===== src/rtl/gesture_seq_power_ctrl.sv =====
// Gesture and power-key driven power controller: left-then-right powers on,
// right-then-left powers off within a window; power key gives direct on and long-press off.
module gesture_seq_power_ctrl #(
  parameter int unsigned WIN_CYCLES  = 500000000,
  parameter int unsigned LONG_CYCLES = 300000000,
  parameter int unsigned CNT_W       = 32,
  parameter int unsigned SYNC_STAGES = 2
) (
  input  logic             clk,
  input  logic             reset,
  input  logic             left_key,
  input  logic             right_key,
  input  logic             power_key,
  output logic             power_state,
  output logic             wait_active,
  output logic [CNT_W-1:0] countdown,
  output logic             on_pulse,
  output logic             off_pulse,
  output logic             timeout_pulse
);

  localparam int unsigned NKEYS = 3;
  localparam int unsigned KL    = 0;
  localparam int unsigned KR    = 1;
  localparam int unsigned KP    = 2;

  typedef enum logic [1:0] {IDLE, WAIT_R, WAIT_L} state_t;

  logic [NKEYS-1:0]                  keys;
  logic [NKEYS-1:0][SYNC_STAGES-1:0] sync_q;
  logic [SYNC_STAGES-1:0]            valid_q;
  logic [NKEYS-1:0]                  lvl;
  logic [NKEYS-1:0]                  prev_q;
  logic [NKEYS-1:0]                  armed_q;
  logic [NKEYS-1:0]                  rise;

  state_t           state_q, state_n;
  logic             power_n;
  logic [CNT_W-1:0] cd_n;
  logic [CNT_W-1:0] hold_q, hold_n;
  logic             fired_q, fired_n;
  logic             on_n, off_n, to_n;
  logic             long_fire;
  logic             l_only, r_only, both;

  assign keys = {power_key, right_key, left_key};

  always_comb begin
    for (int k = 0; k < int'(NKEYS); k++) lvl[k] = sync_q[k][SYNC_STAGES-1];
  end

  // A key is armed only after being seen released once the synchronizer holds real data,
  // so a key held across reset cannot produce a press.
  assign rise   = lvl & ~prev_q & armed_q;
  assign both   = rise[KL] & rise[KR];
  assign l_only = rise[KL] & ~rise[KR];
  assign r_only = rise[KR] & ~rise[KL];

  always_ff @(posedge clk or posedge reset) begin
    if (reset) begin
      sync_q  <= '0;
      valid_q <= '0;
      prev_q  <= '0;
      armed_q <= '0;
    end else begin
      for (int k = 0; k < int'(NKEYS); k++) begin
        sync_q[k] <= {sync_q[k][SYNC_STAGES-2:0], keys[k]};
      end
      valid_q <= {valid_q[SYNC_STAGES-2:0], 1'b1};
      prev_q  <= lvl;
      armed_q <= armed_q | ({NKEYS{valid_q[SYNC_STAGES-1]}} & ~lvl);
    end
  end

  always_ff @(posedge clk or posedge reset) begin
    if (reset) begin
      state_q       <= IDLE;
      power_state   <= 1'b0;
      countdown     <= '0;
      hold_q        <= '0;
      fired_q       <= 1'b0;
      on_pulse      <= 1'b0;
      off_pulse     <= 1'b0;
      timeout_pulse <= 1'b0;
      wait_active   <= 1'b0;
    end else begin
      state_q       <= state_n;
      power_state   <= power_n;
      countdown     <= cd_n;
      hold_q        <= hold_n;
      fired_q       <= fired_n;
      on_pulse      <= on_n;
      off_pulse     <= off_n;
      timeout_pulse <= to_n;
      wait_active   <= (state_n != IDLE);
    end
  end

  // Power-key actions first, then the gesture window FSM.
  always_comb begin
    state_n   = state_q;
    power_n   = power_state;
    cd_n      = countdown;
    hold_n    = '0;
    fired_n   = fired_q & lvl[KP];
    on_n      = 1'b0;
    off_n     = 1'b0;
    to_n      = 1'b0;
    long_fire = 1'b0;

    if (lvl[KP] && power_state && !fired_q) begin
      if (hold_q == CNT_W'(LONG_CYCLES - 1)) long_fire = 1'b1;
      else                                    hold_n    = hold_q + CNT_W'(1);
    end

    if (rise[KP] && !power_state) begin
      power_n = 1'b1;
      on_n    = 1'b1;
      state_n = IDLE;
      cd_n    = '0;
    end else if (long_fire) begin
      power_n = 1'b0;
      off_n   = 1'b1;
      fired_n = 1'b1;
      state_n = IDLE;
      cd_n    = '0;
    end else begin
      case (state_q)
        IDLE: begin
          cd_n = '0;
          if (l_only && !power_state) begin
            state_n = WAIT_R;
            cd_n    = CNT_W'(WIN_CYCLES - 1);
          end else if (r_only && power_state) begin
            state_n = WAIT_L;
            cd_n    = CNT_W'(WIN_CYCLES - 1);
          end
        end
        WAIT_R: begin
          if (both) begin
            state_n = IDLE;
            cd_n    = '0;
          end else if (rise[KR] && countdown != '0) begin
            power_n = 1'b1;
            on_n    = 1'b1;
            state_n = IDLE;
            cd_n    = '0;
          end else if (rise[KL]) begin
            cd_n = CNT_W'(WIN_CYCLES - 1);
          end else if (countdown == '0) begin
            to_n    = 1'b1;
            state_n = IDLE;
          end else begin
            cd_n = countdown - CNT_W'(1);
          end
        end
        WAIT_L: begin
          if (both) begin
            state_n = IDLE;
            cd_n    = '0;
          end else if (rise[KL] && countdown != '0) begin
            power_n = 1'b0;
            off_n   = 1'b1;
            state_n = IDLE;
            cd_n    = '0;
          end else if (rise[KR]) begin
            cd_n = CNT_W'(WIN_CYCLES - 1);
          end else if (countdown == '0) begin
            to_n    = 1'b1;
            state_n = IDLE;
          end else begin
            cd_n = countdown - CNT_W'(1);
          end
        end
        default: begin
          state_n = IDLE;
          cd_n    = '0;
        end
      endcase
    end
  end

endmodule


===== config.mk =====
export PLATFORM = sky130hd
export DESIGN_NAME = gesture_seq_power_ctrl
export DESIGN_NICKNAME = d
export VERILOG_FILES = /design/src/rtl/gesture_seq_power_ctrl.sv
export SDC_FILE = /design/constraint.sdc
export NUM_CORES = 1
export LEC_CHECK = 0
export CAP_MARGIN = 20
export CORE_ASPECT_RATIO = 0.9
export CORE_MARGIN = 2
export CORE_UTILIZATION = 35
export CTS_CLUSTER_DIAMETER = 40
export DETAILED_ROUTE_END_ITERATION = 10
export PLACE_DENSITY_LB_ADDON = 0.25
export SETUP_SLACK_MARGIN = 0.15
export SLEW_MARGIN = 40
export SYNTH_ARGS = -nofsm -noshare
export SYNTH_HDL_FRONTEND = slang
export SYNTH_SLANG_ARGS = --single-unit

===== constraint.sdc =====
create_clock -name clk -period 3.8 [get_ports clk]
set_input_delay 0.38 -clock clk [delete_from_list [all_inputs] [get_ports clk]]
set_output_delay 0.38 -clock clk [all_outputs]
set_load 0.02 [all_outputs]

# Word level (Yosys, flattened, before mapping)
# Index checks and enable logic that the tools add are counted.
# op_classes
mux	57
add_sub_neg	2
bitwise	12
reduce_logical	15
n_eq_ne	7
# ops
op	count
$mux 32	11
$pmux 32 s3	1
$mux 29	2
$add 32x1->32 const B	1
$eq 32x29->1 const B	1
$logic_not 32->1	1
$reduce_bool 32->1	1
$sub 32x1->32 const B	1
$mux 1	29
$mux 2	11
$ne 4x4->1 const B	4
$and 3x3->3	3
$logic_and 1x1->1	7
$not 3->3	2
$pmux 2 s3	1
$reduce_and 5->1	1
$and 1x1->1	4
$pmux 1 s2	2
$reduce_bool 4->1	1
$or 3x3->3	1
$eq 2x1->1 const B	1
$eq 2x2->1 const B	1
$logic_not 1->1	2
$logic_not 2->1	1
other kinds (2)	3
# totals
register_bits	86
out_inout_bits	37
word_cells	108
in_bits	5

# Logic depth before layout (Yosys ltp)
# depth
ltp_word	12
depth_mapped	9
mapped_depth_nobuf	8

# Worst setup path before layout
# OpenSTA, ideal clock, no wires.
# synth_timing
kind	register -> register
from	register countdown[4]
to	register countdown[3]
path_slack_ns	1.570
path_stages_with_launch	9
arrival_time_ns	2.148
synth_period_minus_slack_ns	2.230
path_buffers	2
t_required_ns	3.718
setup_ns	0.082
path_cell_list	dfrtp_1 > nor4_4 > nand3_2 > or3_1 > buf_6 > o21a_1 > a21o_1 > buf_6 > a31oi_1
# synth_via
elab_chain_len	8
elab_cells_between_ends	14
cone_classes	mux (10); reduce/logical (4)
# synth_lines
item	line	text
start: declaration	16	output logic [CNT_W-1:0] countdown,
start signal: assignment	89	countdown <= cd_n;
$logic_not 32->1	150, 168	
$mux 32	--	
$mux 32, on equally long branches	--	
$mux 32, on equally long branches	161, 143	
$mux 32, on equally long branches	158, 140	
$pmux 32 s3 *	128	case (state_q)
$mux 32 *	121	end else if (long_fire) begin
$mux 32 *	116	if (rise[KP] && !power_state) begin
via cd_n[3]	39	logic [CNT_W-1:0] cd_n;
# Mark *: on every way through the listed nets, which the timed path passes. The rest lies on a longest branch.
# A chain may end at the register's enable or synchronous reset.

# Worst setup path after layout
# layout_timing
from	register hold_q[0]
to	register countdown[2]
# layout_via
elab_chain_len	5
# layout_lines
item	line	text
start: declaration	40	logic [CNT_W-1:0] hold_q, hold_n;
start signal: assignment	90	hold_q <= hold_n;
$eq 32x29->1	112	if (hold_q == CNT_W'(LONG_CYCLES - 1)) long_fire = 1'b1;
$mux 1	112	
$mux 1	111	if (lvl[KP] && power_state && !fired_q) begin
$mux 32	121	
$mux 32	116	
via cd_n[2]	39	
# The timed path passes the listed nets, and every way through them passes these cells.

==> metrics.md <==
| Metric | Value |
|---|---|
| Outcome | `finished clean` |
| DP Wirelength | `6540 µm` |
| H-tree levels | `3` |
| Logic gate share of total power | `37.9%` |
| Number of flops mapped to enable cells by yosys | `0` |
| Hold depth | `0` |
| Root Driver | `clkbuf_16` |
| Clk_lat worst skew | `0.34 ns` |
| RSZ-0062 raised after global routing | `false` |
| Residual DRC | `0` |
| #FFs+latches synth | `86` |
| Reg2reg end | `countdown[2]` |
| Resize count post-CTS | `0` |
| Fin cells | `644` |
| Cts hold-fix bufs | `0` |
| Largest stage delay, worst path | `0.54 ns` |
| Crit path arrival time | `2.81 ns` |
| CTS Buffer Depth | `2` |
| Share of the synthesized area in the top cell type | `50.4%` |
| Gate count after technology mapping | `432` |
| Top FF cell, synth | `dfrtp_1` |
| Mapped cell area | `4270 µm²` |
| Critical path type | `reg -> reg` |
| Final period util | `69.2%` |
| Most common cell in the synthesized netlist | `dfrtp_1` |
| P_int | `0.00207 W` |
| Routed Antenna Nets | `0` |
| Initial drt markers | `246` |
| Tot GR Track Use | `15.3%` |
| Initial antenna violation count | `1` |
| Via-to-Cell Ratio | `5.22` |
| Input/output buffers | `41` |
| WL per Instance | `14.7 µm` |
| Leakage | `2.10 nW` |
| Die width | `120 µm` |
| Hold Path Class | `reg -> reg` |
| Critical path fanouts, max | `10` |
| CP bufs+invs | `0` |
| Placed cell count | `628` |
| Vias in the first global route | `3,197` |
| WL final | `9460 µm` |
| Relative slew margins | `55.3%` |
| Net switching power | `0.00126 W` |
| Fmax | `380 MHz` |
| Final Hold Violating Endpoints | `0` |
| FFs w/ async S/R, synth | `100%` |
| Reg power frac | `36.2%` |
| Starting Density | `35.6%` |
| Post-CTS Setup Inserts | `0` |
| Peak VDD IR | `0.225 mV` |
| Synthesized Nets | `444` |
| Via Count | `3,359` |
| Synth top cells by count | `86 x dfrtp_1, 68 x nor2_1, 31 x xor2_1` |
| Post-synthesis cell type count | `53` |
| Core area | `12,000 µm²` |
| Slew @ Worst Pin | `0.671 ns` |
| PwrDens | `646 nW/µm²` |
| Clk sinks | `86` |
| Register-to-register setup slack | `1.17 ns` |
| CP Capture Type | `flip-flop` |
| FF-to-FF path depth | `7` |
| Startpoint types | `flip-flop` |
| RePlAce Congestion | `0.889` |
| R2R Path Start | `hold_q[0]` |
| Hold_sp | `sync_q[0]` |
| Clk_skew | `0.00555 ns` |
| Die Y-Extent | `109 µm` |
| Critical path's top delay family | `simple AND/OR/NAND/NOR gates` |
| First-pass GRT wire length | `16,000 µm` |
| Sequential share of the synthesized area | `50.4%` |
| Min cycle time layout | `2.63 ns` |
| Pre-antenna DRT Iters | `4` |
| MaxCap Viol Count | `0` |
| Setup_tns | `0 ns` |
| Final Max Tran Viols | `0` |
| Largest cells by area after synthesis | `dfrtp_1 50%, xor2_1 6.4%, nor2_1 6.0%` |
| Layout cells sized above 1 | `6.21%` |
| Die ar. | `13,100 µm²` |
| Final nets | `491` |
| Final setup viols | `0` |
| CP required | `3.98 ns` |
| Sw Ratio | `37.8%` |
| Syn. warnings | `0` |
| I/O pin count | `42` |
| Global route total overflow | `0` |
| Critical path's slowest cell | `nor4_1` |
| Synth area leader | `dfrtp_1` |
| Worst hold endpoint | `lvl[0]` |
| Clock power share | `25.9%` |
| Syn Area/Cell | `9.88 µm²` |
| CTS tree | `yes` |
| Critical-path cell list | `ha_1 > nand4_1 > or2_2 > nor4_1 > nand2b_1 > a21o_1 > a21oi_1` |
| # rows | `38` |
| CTS Buf Count | `9` |
| Reg clk slew, reported paths | `0.06 ns` |
| Largest net degree at the start of global routing | `59` |
| Syn-to-layout area delta | `21.1%` |
worst max-delay path by stage:
stage | endpoint | slack [ns] | startpoint | depth (start not counted)
after global routing | countdown[2] | 0.87 | hold_q[0] | 7
after detailed placement | countdown[0] | 1.13 | hold_q[0] | 7
final | countdown[2] | 1.17 | hold_q[0] | 7
after floorplan | armed_q[0] | 1.20 | reset | 1
after global placement | countdown[0] | 1.12 | hold_q[0] | 7
after CTS | countdown[0] | 1.11 | hold_q[0] | 7
worst register-to-register path: stages (launching register included):
cell	delay, ns
dfrtp_1	0.39
ha_1	0.23
nand4_1	0.18
or2_2	0.35
nor4_1	0.54
nand2b_1	0.36
a21o_1	0.35
a21oi_1	0.08
cells by family (layout without fill, tap and decap cells):
group | after synthesis | after routing | share of synthesized area (%)
AND/OR/NAND/NOR | 197 | 197 | 24.5
AO/OA/AOI/OAI | 67 | 67 | 10.0
other | 1 | 2 | 0.0879
buffers and inverters | 23 | 74 | 2.40
adder cells (fa/ha/maj) | 7 | 7 | 2.05
flip-flops | 86 | 86 | 50.4
XOR/XNOR | 51 | 51 | 10.5
final cells by class:
cell class / count / area [µm²]
Fill cell: 1181 / 6820
Sequential cell: 86 / 2150
Multi-Input combinational cell: 323 / 2020
Timing Repair Buffer: 47 / 452
Clock buffer: 12 / 246
Tap cell: 160 / 200
Inverter: 12 / 50.0
Clock inverter: 3 / 45.0
Antenna cell: 1 / 2.50
power by group through the flow:
stage	Combinational [W]	Sequential (W)	Clock, W
after floorplan	0.000764	0.00130	0
after global placement	0.00125	0.00121	0
after detailed placement	0.00125	0.00122	0
after CTS	0.00127	0.00121	0.000889
after global routing	0.00139	0.00123	0.000929
final	0.00127	0.00121	0.000864
state kept, by name (all words and copies together), names as in the netlist:
signal / cells
armed_q: 3
countdown: 32
fired_q: 1
hold_q: 32
lvl: 3
off_pulse: 1
on_pulse: 1
power_state: 1
prev_q: 3
state_q: 2
sync_q: 3
timeout_pulse: 1
valid_q: 2
wait_active: 1
layer usage:
metal / vias up / global-route usage (%) / wire (µm)
met2: 97 / 22.6 / 4140
met3: 9 / 3.87 / 474
met1: 1618 / 22.1 / 4750
li1: 1635 / - / -
met5: - / 0 / 0
met4: 0 / 4.82 / 104
metrics by stage:
step	power, W	area [µm²]	worst slack, ns	utilization (%)	hold WS [ns]
2_1_floorplan	0.00207	4270	1.20	-	0.331
3_3_place_gp	0.00247	4860	1.12	40.5	0.331
3_5_place_dp	0.00248	4870	1.13	40.7	0.336
4_1_cts	0.00336	5160	1.11	43.1	0.350
5_1_grt	0.00355	5160	0.867	43.1	0.363
6_report	0.00334	5170	1.17	43.1	0.347
layout by cell type, fill, tap and decap left out, types with 6 or more instances in the layout:
cell              n
nor4_1           15
inv_1            11
clkbuf_16         9
xnor2_1          20
nor3_1           10
nand2_1          23
xor2_1           31
clkdlybuf4s50_1  41
a21oi_1          15
nand4_1          10
ha_1              7
nand3_1          26
nor2_1           68
and4_1            6
dfrtp_1          86
o21ai_0          19
No activity file was read; power rests on OpenSTA's default activity.
